**config.mk**
```make
export PLATFORM = sky130hd
export DESIGN_NAME = branch_stack_flat
export DESIGN_NICKNAME = d
export VERILOG_FILES = /design/src/rtl/branch_stack_pkg.sv /design/src/rtl/branch_stack_if.sv /design/src/rtl/bs_alloc_sel.sv /design/src/rtl/branch_stack.sv /design/src/flat_wrapper.sv
export SDC_FILE = /design/constraint.sdc
export NUM_CORES = 1
export LEC_CHECK = 0
export ABC_CLOCK_PERIOD_IN_PS = 2600
export BUFFER_PORTS_ARGS = -buffer_cell sky130_fd_sc_hd__buf_2
export CAP_MARGIN = 20
export CORE_AREA = 4 4 101 103
export CTS_CLUSTER_DIAMETER = 150
export CTS_CLUSTER_SIZE = 14
export DETAILED_ROUTE_END_ITERATION = 16
export DIE_AREA = 0 0 105 107
export GPL_ROUTABILITY_DRIVEN = 0
export PLACE_DENSITY_LB_ADDON = 0.3
export SYNTH_ARGS = -nofsm -noshare
export SYNTH_HDL_FRONTEND = slang
export SYNTH_HIERARCHICAL = 1
export SYNTH_SLANG_ARGS = --single-unit
```
**constraint.sdc**
```tcl
create_clock -name clk -period 2.6 [get_ports clk]
set_clock_uncertainty 0.05 [all_clocks]
set_input_delay 0.52 -clock clk [delete_from_list [all_inputs] [get_ports clk]]
set_output_delay 0.52 -clock clk [all_outputs]
set_load 0.01 [all_outputs]
```
**src/rtl/branch_stack_pkg.sv**
```systemverilog
// Shared types for the branch stack: slot pointer, branch mask, recovery bundle.
`ifndef NUM_BRANCH_STACK
`define NUM_BRANCH_STACK 4
`endif

package branch_stack_pkg;

    localparam int unsigned NUM_BS = `NUM_BRANCH_STACK;
    localparam int unsigned PTR_W  = $clog2(NUM_BS);

    typedef logic [PTR_W-1:0]  BS_PTR;
    typedef logic [NUM_BS-1:0] B_MASK;
    typedef logic [PTR_W:0]    BS_CNT;

    typedef struct packed {
        logic        rec_en;
        logic [63:0] rec_NPC;
        B_MASK       rec_squash_mask;
    } BS_RECOV_t;

    // Number of set bits in a slot vector.
    function automatic BS_CNT bs_popcount(input B_MASK v);
        BS_CNT cnt;
        cnt = '0;
        for (int i = 0; i < NUM_BS; i++) begin
            cnt = cnt + BS_CNT'(v[i]);
        end
        return cnt;
    endfunction

    // One-hot slot vector for a pointer.
    function automatic B_MASK bs_onehot(input BS_PTR p);
        return B_MASK'(1) << p;
    endfunction

endpackage

```
**src/rtl/branch_stack_if.sv**
```systemverilog
// Dispatch, resolution and recovery signals between the core and the branch stack.
interface branch_stack_if;
    import branch_stack_pkg::*;

    // Dispatch side (lane 0 is older)
    logic [1:0]  disp_valid;
    logic [1:0]  disp_is_br;
    logic        disp_stall;
    BS_PTR [1:0] disp_bs_ptr;
    B_MASK [1:0] disp_bmask;

    // Branch FU resolution
    logic        br_branch_resolved;
    logic        br_pred_wrong;
    BS_PTR       br_bs_ptr;
    logic [63:0] br_recov_NPC;

    // Clear / recovery broadcasts
    logic        clr_en;
    BS_PTR       clr_ptr;
    logic        rec_en;
    logic [63:0] rec_NPC;
    B_MASK       rec_squash_mask;
    B_MASK       cur_bmask;

    modport master (
        output disp_valid, disp_is_br,
        output br_branch_resolved, br_pred_wrong, br_bs_ptr, br_recov_NPC,
        input  disp_stall, disp_bs_ptr, disp_bmask,
        input  clr_en, clr_ptr, rec_en, rec_NPC, rec_squash_mask, cur_bmask
    );

    modport slave (
        input  disp_valid, disp_is_br,
        input  br_branch_resolved, br_pred_wrong, br_bs_ptr, br_recov_NPC,
        output disp_stall, disp_bs_ptr, disp_bmask,
        output clr_en, clr_ptr, rec_en, rec_NPC, rec_squash_mask, cur_bmask
    );

endinterface

```
**src/rtl/bs_alloc_sel.sv**
```systemverilog
// Picks the two lowest-index free slots from a free vector.
module bs_alloc_sel
    import branch_stack_pkg::*;
(
    input  B_MASK free,
    output BS_PTR first_ptr,
    output logic  first_found,
    output BS_PTR second_ptr,
    output logic  second_found
);

    // Ascending scan: first hit is the lowest free slot, second hit the next one.
    always_comb begin
        first_ptr    = '0;
        first_found  = 1'b0;
        second_ptr   = '0;
        second_found = 1'b0;
        for (int i = 0; i < NUM_BS; i++) begin
            if (free[i]) begin
                if (!first_found) begin
                    first_found = 1'b1;
                    first_ptr   = BS_PTR'(i);
                end else if (!second_found) begin
                    second_found = 1'b1;
                    second_ptr   = BS_PTR'(i);
                end
            end
        end
    end

endmodule

```
**src/rtl/branch_stack.sv**
```systemverilog
// Branch-tag allocator and recovery controller for the 2-way dispatch core.
module branch_stack
    import branch_stack_pkg::*;
(
    input logic           clk,
    input logic           reset,
    branch_stack_if.slave bus
);

    // Slot state
    B_MASK               valid_q, valid_d;
    B_MASK [NUM_BS-1:0]  dep_q, dep_d;

    // Registered broadcasts
    logic      clr_en_q, clr_en_d;
    BS_PTR     clr_ptr_q, clr_ptr_d;
    BS_RECOV_t recov_q, recov_d;

    // Resolution decode
    logic  res_hit;
    logic  res_ok;
    logic  res_bad;
    B_MASK res_oh;
    B_MASK base_mask;
    B_MASK kill;

    // Allocation
    logic [1:0]  req;
    BS_CNT       need;
    logic        cap_stall;
    logic        stall;
    logic        alloc;
    BS_PTR       first_ptr, second_ptr;
    logic        first_found, second_found;
    BS_PTR [1:0] lane_ptr;
    B_MASK [1:0] lane_mask;

    // A resolution only acts when it names an outstanding slot.
    always_comb begin
        res_oh    = bs_onehot(bus.br_bs_ptr);
        res_hit   = bus.br_branch_resolved && valid_q[bus.br_bs_ptr];
        res_ok    = res_hit && !bus.br_pred_wrong;
        res_bad   = res_hit && bus.br_pred_wrong;
        // A branch resolving correctly this cycle is already gone from new masks.
        base_mask = res_ok ? (valid_q & ~res_oh) : valid_q;
    end

    // Kill set: the mispredicted slot plus every live slot that depends on it.
    always_comb begin
        kill = res_oh;
        for (int j = 0; j < NUM_BS; j++) begin
            if (valid_q[j] && dep_q[j][bus.br_bs_ptr]) begin
                kill[j] = 1'b1;
            end
        end
    end

    // Free slots come from last cycle's valid so a slot freed now is not reused now.
    bs_alloc_sel u_alloc_sel (
        .free         (~valid_q),
        .first_ptr    (first_ptr),
        .first_found  (first_found),
        .second_ptr   (second_ptr),
        .second_found (second_found)
    );

    // All-or-nothing stall decision and per-lane slot/mask assignment.
    always_comb begin
        req  = bus.disp_valid & bus.disp_is_br;
        need = bs_popcount(B_MASK'(req));
        // Same as need > free count, using the selector's found flags.
        cap_stall = ((need == BS_CNT'(2)) && !second_found) ||
                    ((need == BS_CNT'(1)) && !first_found);
        // Any mispredict stalls dispatch, the same-cycle lanes are wrong-path.
        stall = cap_stall || (bus.br_branch_resolved && bus.br_pred_wrong);
        alloc = !stall && (req != 2'b00);

        lane_ptr[0] = req[0] ? first_ptr : '0;
        lane_ptr[1] = '0;
        if (req[1]) begin
            lane_ptr[1] = req[0] ? second_ptr : first_ptr;
        end

        lane_mask[0] = base_mask;
        lane_mask[1] = base_mask | (req[0] ? bs_onehot(first_ptr) : '0);
    end

    // Slot state update: resolve first, then record new allocations.
    always_comb begin
        valid_d = valid_q;
        dep_d   = dep_q;

        if (res_ok) begin
            valid_d[bus.br_bs_ptr] = 1'b0;
            for (int j = 0; j < NUM_BS; j++) begin
                dep_d[j][bus.br_bs_ptr] = 1'b0;
            end
        end

        if (res_bad) begin
            valid_d = valid_d & ~kill;
        end

        if (alloc) begin
            for (int l = 0; l < 2; l++) begin
                if (req[l]) begin
                    valid_d[lane_ptr[l]] = 1'b1;
                    dep_d[lane_ptr[l]]   = lane_mask[l];
                end
            end
        end
    end

    // Next values of the one-cycle clear / recovery pulses; payload is zero when idle.
    always_comb begin
        clr_en_d  = res_ok;
        clr_ptr_d = res_ok ? bus.br_bs_ptr : '0;
        recov_d   = '0;
        if (res_bad) begin
            recov_d.rec_en          = 1'b1;
            recov_d.rec_NPC         = bus.br_recov_NPC;
            recov_d.rec_squash_mask = kill;
        end
    end

    // State and broadcast registers with synchronous reset.
    always_ff @(posedge clk) begin
        if (reset) begin
            valid_q   <= '0;
            dep_q     <= '0;
            clr_en_q  <= 1'b0;
            clr_ptr_q <= '0;
            recov_q   <= '0;
        end else begin
            valid_q   <= valid_d;
            dep_q     <= dep_d;
            clr_en_q  <= clr_en_d;
            clr_ptr_q <= clr_ptr_d;
            recov_q   <= recov_d;
        end
    end

    assign bus.disp_stall      = stall;
    assign bus.disp_bs_ptr     = lane_ptr;
    assign bus.disp_bmask      = lane_mask;
    assign bus.clr_en          = clr_en_q;
    assign bus.clr_ptr         = clr_ptr_q;
    assign bus.rec_en          = recov_q.rec_en;
    assign bus.rec_NPC         = recov_q.rec_NPC;
    assign bus.rec_squash_mask = recov_q.rec_squash_mask;
    assign bus.cur_bmask       = valid_q;

`ifndef SYNTHESIS
    // Resolving a slot that is not outstanding points at an upstream bug.
    a_res_valid_slot : assert property (
        @(posedge clk) disable iff (reset)
        bus.br_branch_resolved |-> valid_q[bus.br_bs_ptr]
    ) else $error("branch_stack: resolution names invalid slot %0d", bus.br_bs_ptr);
`endif

endmodule
```
**src/flat_wrapper.sv**
```systemverilog
// flat-port wrapper written by rule: the top's interface ports become plain ports
module branch_stack_flat import branch_stack_pkg::*;
  (clk, reset, bus_disp_valid, bus_disp_is_br, bus_br_branch_resolved, bus_br_pred_wrong, bus_br_bs_ptr, bus_br_recov_NPC, bus_disp_stall, bus_disp_bs_ptr, bus_disp_bmask, bus_clr_en, bus_clr_ptr, bus_rec_en, bus_rec_NPC, bus_rec_squash_mask, bus_cur_bmask);
  branch_stack_if bus_i ();
  input logic clk;
  input logic reset;
  input wire logic [$bits(bus_i.disp_valid)-1:0] bus_disp_valid;
  input wire logic [$bits(bus_i.disp_is_br)-1:0] bus_disp_is_br;
  input wire logic [$bits(bus_i.br_branch_resolved)-1:0] bus_br_branch_resolved;
  input wire logic [$bits(bus_i.br_pred_wrong)-1:0] bus_br_pred_wrong;
  input wire logic [$bits(bus_i.br_bs_ptr)-1:0] bus_br_bs_ptr;
  input wire logic [$bits(bus_i.br_recov_NPC)-1:0] bus_br_recov_NPC;
  output wire logic [$bits(bus_i.disp_stall)-1:0] bus_disp_stall;
  output wire logic [$bits(bus_i.disp_bs_ptr)-1:0] bus_disp_bs_ptr;
  output wire logic [$bits(bus_i.disp_bmask)-1:0] bus_disp_bmask;
  output wire logic [$bits(bus_i.clr_en)-1:0] bus_clr_en;
  output wire logic [$bits(bus_i.clr_ptr)-1:0] bus_clr_ptr;
  output wire logic [$bits(bus_i.rec_en)-1:0] bus_rec_en;
  output wire logic [$bits(bus_i.rec_NPC)-1:0] bus_rec_NPC;
  output wire logic [$bits(bus_i.rec_squash_mask)-1:0] bus_rec_squash_mask;
  output wire logic [$bits(bus_i.cur_bmask)-1:0] bus_cur_bmask;
  assign bus_i.disp_valid = bus_disp_valid;
  assign bus_i.disp_is_br = bus_disp_is_br;
  assign bus_i.br_branch_resolved = bus_br_branch_resolved;
  assign bus_i.br_pred_wrong = bus_br_pred_wrong;
  assign bus_i.br_bs_ptr = bus_br_bs_ptr;
  assign bus_i.br_recov_NPC = bus_br_recov_NPC;
  assign bus_disp_stall = bus_i.disp_stall;
  assign bus_disp_bs_ptr = bus_i.disp_bs_ptr;
  assign bus_disp_bmask = bus_i.disp_bmask;
  assign bus_clr_en = bus_i.clr_en;
  assign bus_clr_ptr = bus_i.clr_ptr;
  assign bus_rec_en = bus_i.rec_en;
  assign bus_rec_NPC = bus_i.rec_NPC;
  assign bus_rec_squash_mask = bus_i.rec_squash_mask;
  assign bus_cur_bmask = bus_i.cur_bmask;
  branch_stack u_core (.clk(clk), .reset(reset), .bus(bus_i));
endmodule
```
**Word-level counts from Yosys, hierarchy flattened**

Index checks and enable logic that the tools add are counted.

- Bits in registers: 92
- Latch bits: 0
- Memory bits (writable): 0
- Memory bits (read-only): 0
- Input bits: 74
- Output and inout port bits: 89
- Word-level logic and storage cells: 128
- Memories kept: 0

- Add/subtract/negate cells: 1
- $mul: 0
- Div/mod/pow operators: 0
- Order comparisons: 6
- Eq/ne operators: 2
- Shifts and indexed selects: 2
- Multiplexer cells: 67
- Bitwise gates (word level): 17
- Reduce and logical (&&, ||, !) cells: 23

Operator list:

| cell | count |
|---|---|
| $mux W16 | 5 |
| $mux W69 | 1 |
| $mux W4 | 10 |
| $bwmux W16 | 2 |
| $and A4 B4 Y4 | 7 |
| $mux W1 | 26 |
| $mux W2 | 13 |
| $demux W4 S2 | 2 |
| $not A4 Y4 | 4 |
| $logic_and A1 B1 Y1 | 14 |
| $or A4 B4 Y4 | 3 |
| $bmux W1 S2 | 5 |
| $lt A2 B3 Y1 const B | 3 |
| $shl A1 B2 Y4 const A | 2 |
| $demux W1 S2 | 3 |
| $ge A2 B1 Y1 const B | 3 |
| $logic_not A1 Y1 | 4 |
| $reduce_or A2 Y1 | 2 |
| $eq A3 B1 Y1 const B | 1 |
| $eq A3 B2 Y1 const B | 1 |
| $add A1 B1 Y2 | 1 |
| $and A2 B2 Y2 | 1 |
| $logic_or A1 B1 Y1 | 2 |
| $not A1 Y1 | 2 |
| $reduce_bool A2 Y1 | 1 |

**Depth between registers and ports, before layout**

- Depth in word-level cells: 19
- Mapped depth: 10

**By module**

Netlist, hierarchy kept.

Modules (own cells, without submodules):

| module | times used | cells each | area an instance (um^2) | sequential area each (um^2) |
|---|---|---|---|---|
| branch_stack | 1 | 328 | 3364.5 | 1761.7 |
| bs_alloc_sel | 1 | 21 | 183.9 | 0.0 |

**Worst setup path after synthesis**

OpenSTA, ideal clock, no wires.

- Path type: register to output
- Start point: register u_core.valid_q[0] (netlist: u_core/bus.cur_bmask[0])
- End point: output port bus_disp_bs_ptr[2]
- Arrival: 1.895 ns
- Required time: 2.030 ns
- Path slack: 0.135 ns
- Cell stages (with the launch flop): 9
- Path buffers: 1
- Cell sequence: dfxtp_1 -> inv_1 -> inv_1 -> ha_1 -> a21oi_1 -> a31oi_1 -> clkbuf_1 -> nand2_1 -> a21oi_1

RTL lines:

| item | line | text |
|---|---|---|
| from (decl) | branch_stack.sv:11 | `B_MASK valid_q, valid_d;` |
| from (signal assigned) | branch_stack.sv:135 | `valid_q <= valid_d;` |
| $not A4 Y4 (*) | branch_stack.sv:60 | `.free (~valid_q),` |
| $mux W1 (*) | bs_alloc_sel.sv:19 | `if (free[i]) begin` |
| $mux W1 | bs_alloc_sel.sv:20 | `if (!first_found) begin` |
| $mux W1 | bs_alloc_sel.sv:19 |  |
| $mux W2 | bs_alloc_sel.sv:20 |  |
| $mux W2 | bs_alloc_sel.sv:19 |  |
| $mux W2 | bs_alloc_sel.sv:20 |  |
| $mux W2 (*) | bs_alloc_sel.sv:19 |  |
| named net u_core.first_ptr[0] | branch_stack.sv:33 | `BS_PTR first_ptr, second_ptr;` |
| $mux W2 (*) | branch_stack.sv:81 | `lane_ptr[1] = req[0] ? second_ptr : first_ptr;` |
| $mux W2 (*) | branch_stack.sv:80 | `if (req[1]) begin` |
| to (decl) | flat_wrapper.sv:14 | `output wire logic [$bits(bus_i.disp_bs_ptr)-1:0] bus_disp_bs_ptr;` |

Mark *: on every way through the listed nets, which the timed path passes. The rest lies on a longest branch.

**Worst setup path in the final report**

- Start point: input port bus_disp_valid[0]
- End point: output port bus_disp_stall

- Longest elaborated chain between the ends: 6

RTL lines:

| item | line | text |
|---|---|---|
| from (decl) | flat_wrapper.sv:7 | `input wire logic [$bits(bus_i.disp_valid)-1:0] bus_disp_valid;` |
| $and A2 B2 Y2 (*) | branch_stack.sv:69 | `req = bus.disp_valid & bus.disp_is_br;` |
| $add A1 B1 Y2 (*) | branch_stack_pkg.sv:26 | `cnt = cnt + BS_CNT'(v[i]);` |
| $eq A3 B2 Y1 / $eq A3 B1 Y1 (equally long branches) | branch_stack.sv:72, branch_stack.sv:73 |  |
| $logic_and A1 B1 Y1, on equally long branches | branch_stack.sv:72, branch_stack.sv:73 |  |
| $logic_or A1 B1 Y1 (*) | branch_stack.sv:72 | `cap_stall = ((need == BS_CNT'(2)) && !second_found) \|\|` |
| $logic_or A1 B1 Y1 (*) | branch_stack.sv:75 | `stall = cap_stall \|\| (bus.br_branch_resolved && bus.br_pred_wrong);` |
| to (decl) | flat_wrapper.sv:13 | `output wire logic [$bits(bus_i.disp_stall)-1:0] bus_disp_stall;` |

Mark *: on every way between the ends. The rest lies on a longest branch, timed or not.

==> results.toml <==
[outcome]
outcome = "completed"

[floorplan]
initial_utilization_pct = 38.6
die-area_mm2 = 0.0112
num_rows = 35
die_w_um = 105
die_h_um = 107
core_area_mm2 = 0.00920
ioPinCount = 163

[synthesis]
syn_inst = 349
synth_area_mm2 = 0.00355
synthAdderAreaFrac_pct = 2.75
ys_ff_latch = 88
async_flop_share_pct = 0
ys.flop_type = "dfxtp_1"
yosysWarnings = 6
synth_top_family_by_area = "simple AND/OR/NAND/NOR gates"
postSynthAreaPerCell_um2 = 10.2
syn_nets = 430
synth_xor_area_share_pct = 0
synthSimpleGateAreaFrac_pct = 28.0
synth_compound_area_share_pct = 12.9
synth_edf_count = 0
muxShareOfSynthArea_pct = 1.76
ys_types = 56
ys_seq_area_share_pct = 49.6

[global_routing]
grt_first_pass_wirelength_um = 14700
grt_usage_pct = 16.3
antenna_found_initial = 0
grt_max_degree = 38
globalRouteOverflowTotal = 0
grt_pass1_vias = 2959

[hold_path]
min_path_type = "in2reg"
min_from = "bus_br_recov_NPC[11]"

[drt]
vias_per_cell = 4.80
vias = 3046
drt_pre_antenna_iters = 4
ant_nets = 0
drtIter0Drc = 178
wl_per_cell_um = 14.9
drt-total-wl_um = 9490
drc_errors = 0

[final_layout]
n_antenna_cell = 0
mostFrequentLayoutCells = "buf_2 (162), dfxtp_1 (86), and2_1 (43)"
postLayoutCellArea_mm2 = 0.00473
fin_cells = 635
layout.nets = 600
final_layout_size_suffix_gt1_share_pct = 48.1
area_growth_syn_to_layout_pct = 33.2
layout_commonest_cell = "buf_2"

[setup_path]
crit_path_max_fanout = 8
cp.arrival_ns = 1.92
crit_path_max_incr_delay_ns = 0.40
cpMaxStageDelayCell = "or3_1"
start_kind = "input pin"
crit_required_ns = 2.03
path_cells = "buf_2 -> and2_2 -> ha_1 -> nor2b_1 -> or3_1 -> buf_2"
cp-end-kind = "output port"
r2r-start = "u_core/bus.cur_bmask[0]"
critPathKind = "in2out"
crit_top_cell = "buf_2"
crit_start = "bus_disp_valid[0]"

[sta]
fin_setup_tns_ns = 0
rsz0062_at_grt = "false"
max_freq_mhz = 401
slew_headroom_pct = 72.4
finalCriticalPeriod_ns = 2.49
setup_ws_ns = 0.109
finalMaxSlewViolations = 0
hold_violations = 0
fin_crit_sh_pct = 95.8
tightest_slew_ns = 0.413
setup_viol = 0

[pwr]
ir_worst_vdd_v = 0.000268
p_leak_uw = 0.00240
power.density_mw_per_mm2 = 537

[placed_design]
place_ws_ns = 0.0911
hpwlAfterDp_um = 7420
dp.cells = 616
port_buffers = 162
placed_cell_area_mm2 = 0.00447

[clocking]
clockBufferDepth = 2
cts_tree = "built"
clk_latency_ns = 0.35
clkTransAtPathRegs_ns = 0.10
htree_levels = 3
numCtsBuffers = 9
cts.sink_count = 88
clockRootBuffer = "clkbuf_8"

[job]
cap_violations = 0
==> layout make-up <==
class | count | area, um2
inverter | 15 | 56.3
tap | 111 | 139
sequential | 88 | 1760
multi-input combinational | 228 | 1650
clock inverter | 7 | 75.1
fill | 852 | 4470
clock buffer | 9 | 124
timing repair buffer | 177 | 923
==> synth_stat cells, types with 4 or more instances <==
master / n / share of area (%)
dfxtp_1: 88 / 50
and2_1: 44 / 7.8
and2_4: 30 / 7.4
nand2_1: 27 / 2.9
a21oi_1: 16 / 2.3
inv_1: 14 / 1.5
nor2_1: 8 / 0.85
clkbuf_1: 7 / 0.74
ha_1: 7 / 2.5
nand2b_1: 7 / 1.2
nor3_1: 7 / 0.99
a2bb2oi_1: 6 / 1.5
buf_6: 6 / 1.9
nor2b_1: 6 / 1.1
nand3_1: 5 / 0.71
a31oi_1: 4 / 0.71
buf_2: 4 / 0.56
mux2i_1: 4 / 1.1
o21ai_0: 4 / 0.56
==> power breakdown <==
| part | leakage, uW | internal, uW | switching [uW] |
|---|---|---|---|
| Sequential | 0.000710 | 1360 | 5.44 |
| Combinational | 0.00159 | 123 | 135 |
| Clock | 0.0000981 | 379 | 538 |
==> timing repair <==
| item | CTS | global route |
|---|---|---|
| gates resized for setup | 6 | 12 |
| cloned | 0 | 0 |
| endpoints found under the setup margin | 7 | 8 |
| hold endpoints to repair | 0 | 0 |
| setup buffers | 3 | 0 |
| hold buffers | 0 | 0 |
| pin swaps | 0 | 1 |
==> metrics by stage <==
stage | hold slack, ns | total power, uW | util (%)
CTS | 0.290 | 2570 | 51.2
floorplan | 0.382 | 1530 | -
global placement | 0.409 | 1640 | 48.6
finish | 0.312 | 2540 | 51.4
detailed placement | 0.405 | 1640 | 48.6
global route | 0.291 | 2660 | 51.4
==> state kept, by name, indices dropped and copies added (netlist names) <==
| signal | flops |
|---|---|
| u_core/bus.rec_en | 1 |
| u_core/bus.rec_squash_mask | 4 |
| u_core/bus.clr_en | 1 |
| u_core/dep_q | 12 |
| u_core/bus.cur_bmask | 4 |
| u_core/bus.rec_NPC | 64 |
| u_core/bus.clr_ptr | 2 |
==> worst max-delay path: cells and delay by family <==
| kind | cells | cell delay [ns] |
|---|---|---|
| AND/OR/NAND/NOR | 3 | 0.80 |
| buffers and inverters | 2 | 0.30 |
| adder cells (fa/ha/maj) | 1 | 0.30 |
==> metal layers <==
layer	wire [um]	track usage [%]	share of wire, %	vias up
met1	3990	19.4	42	1394
met2	4690	28.0	49	124
li1	-	-	-	1517
met5	0	0	0	-
met4	138	5.25	1.5	0
met3	669	5.06	7.1	11
==> worst paths after layout <==
check,end,slack [ns],cells after the start
min,u_core/bus.rec_NPC[11],0.31,2
min reg2reg,u_core/dep_q[11],0.42,2
max reg2reg,u_core/bus.cur_bmask[1],0.40,8
max,bus_disp_stall,0.11,6
==> cells by family after synthesis <==
| family | count (synthesis) |
|---|---|
| simple gates | 154 |
| flops | 88 |
| compound gates | 61 |
| buf+inv | 33 |
| fa+ha+maj | 8 |
| mux | 5 |
Note: power is estimated with default switching activity, not from simulation.
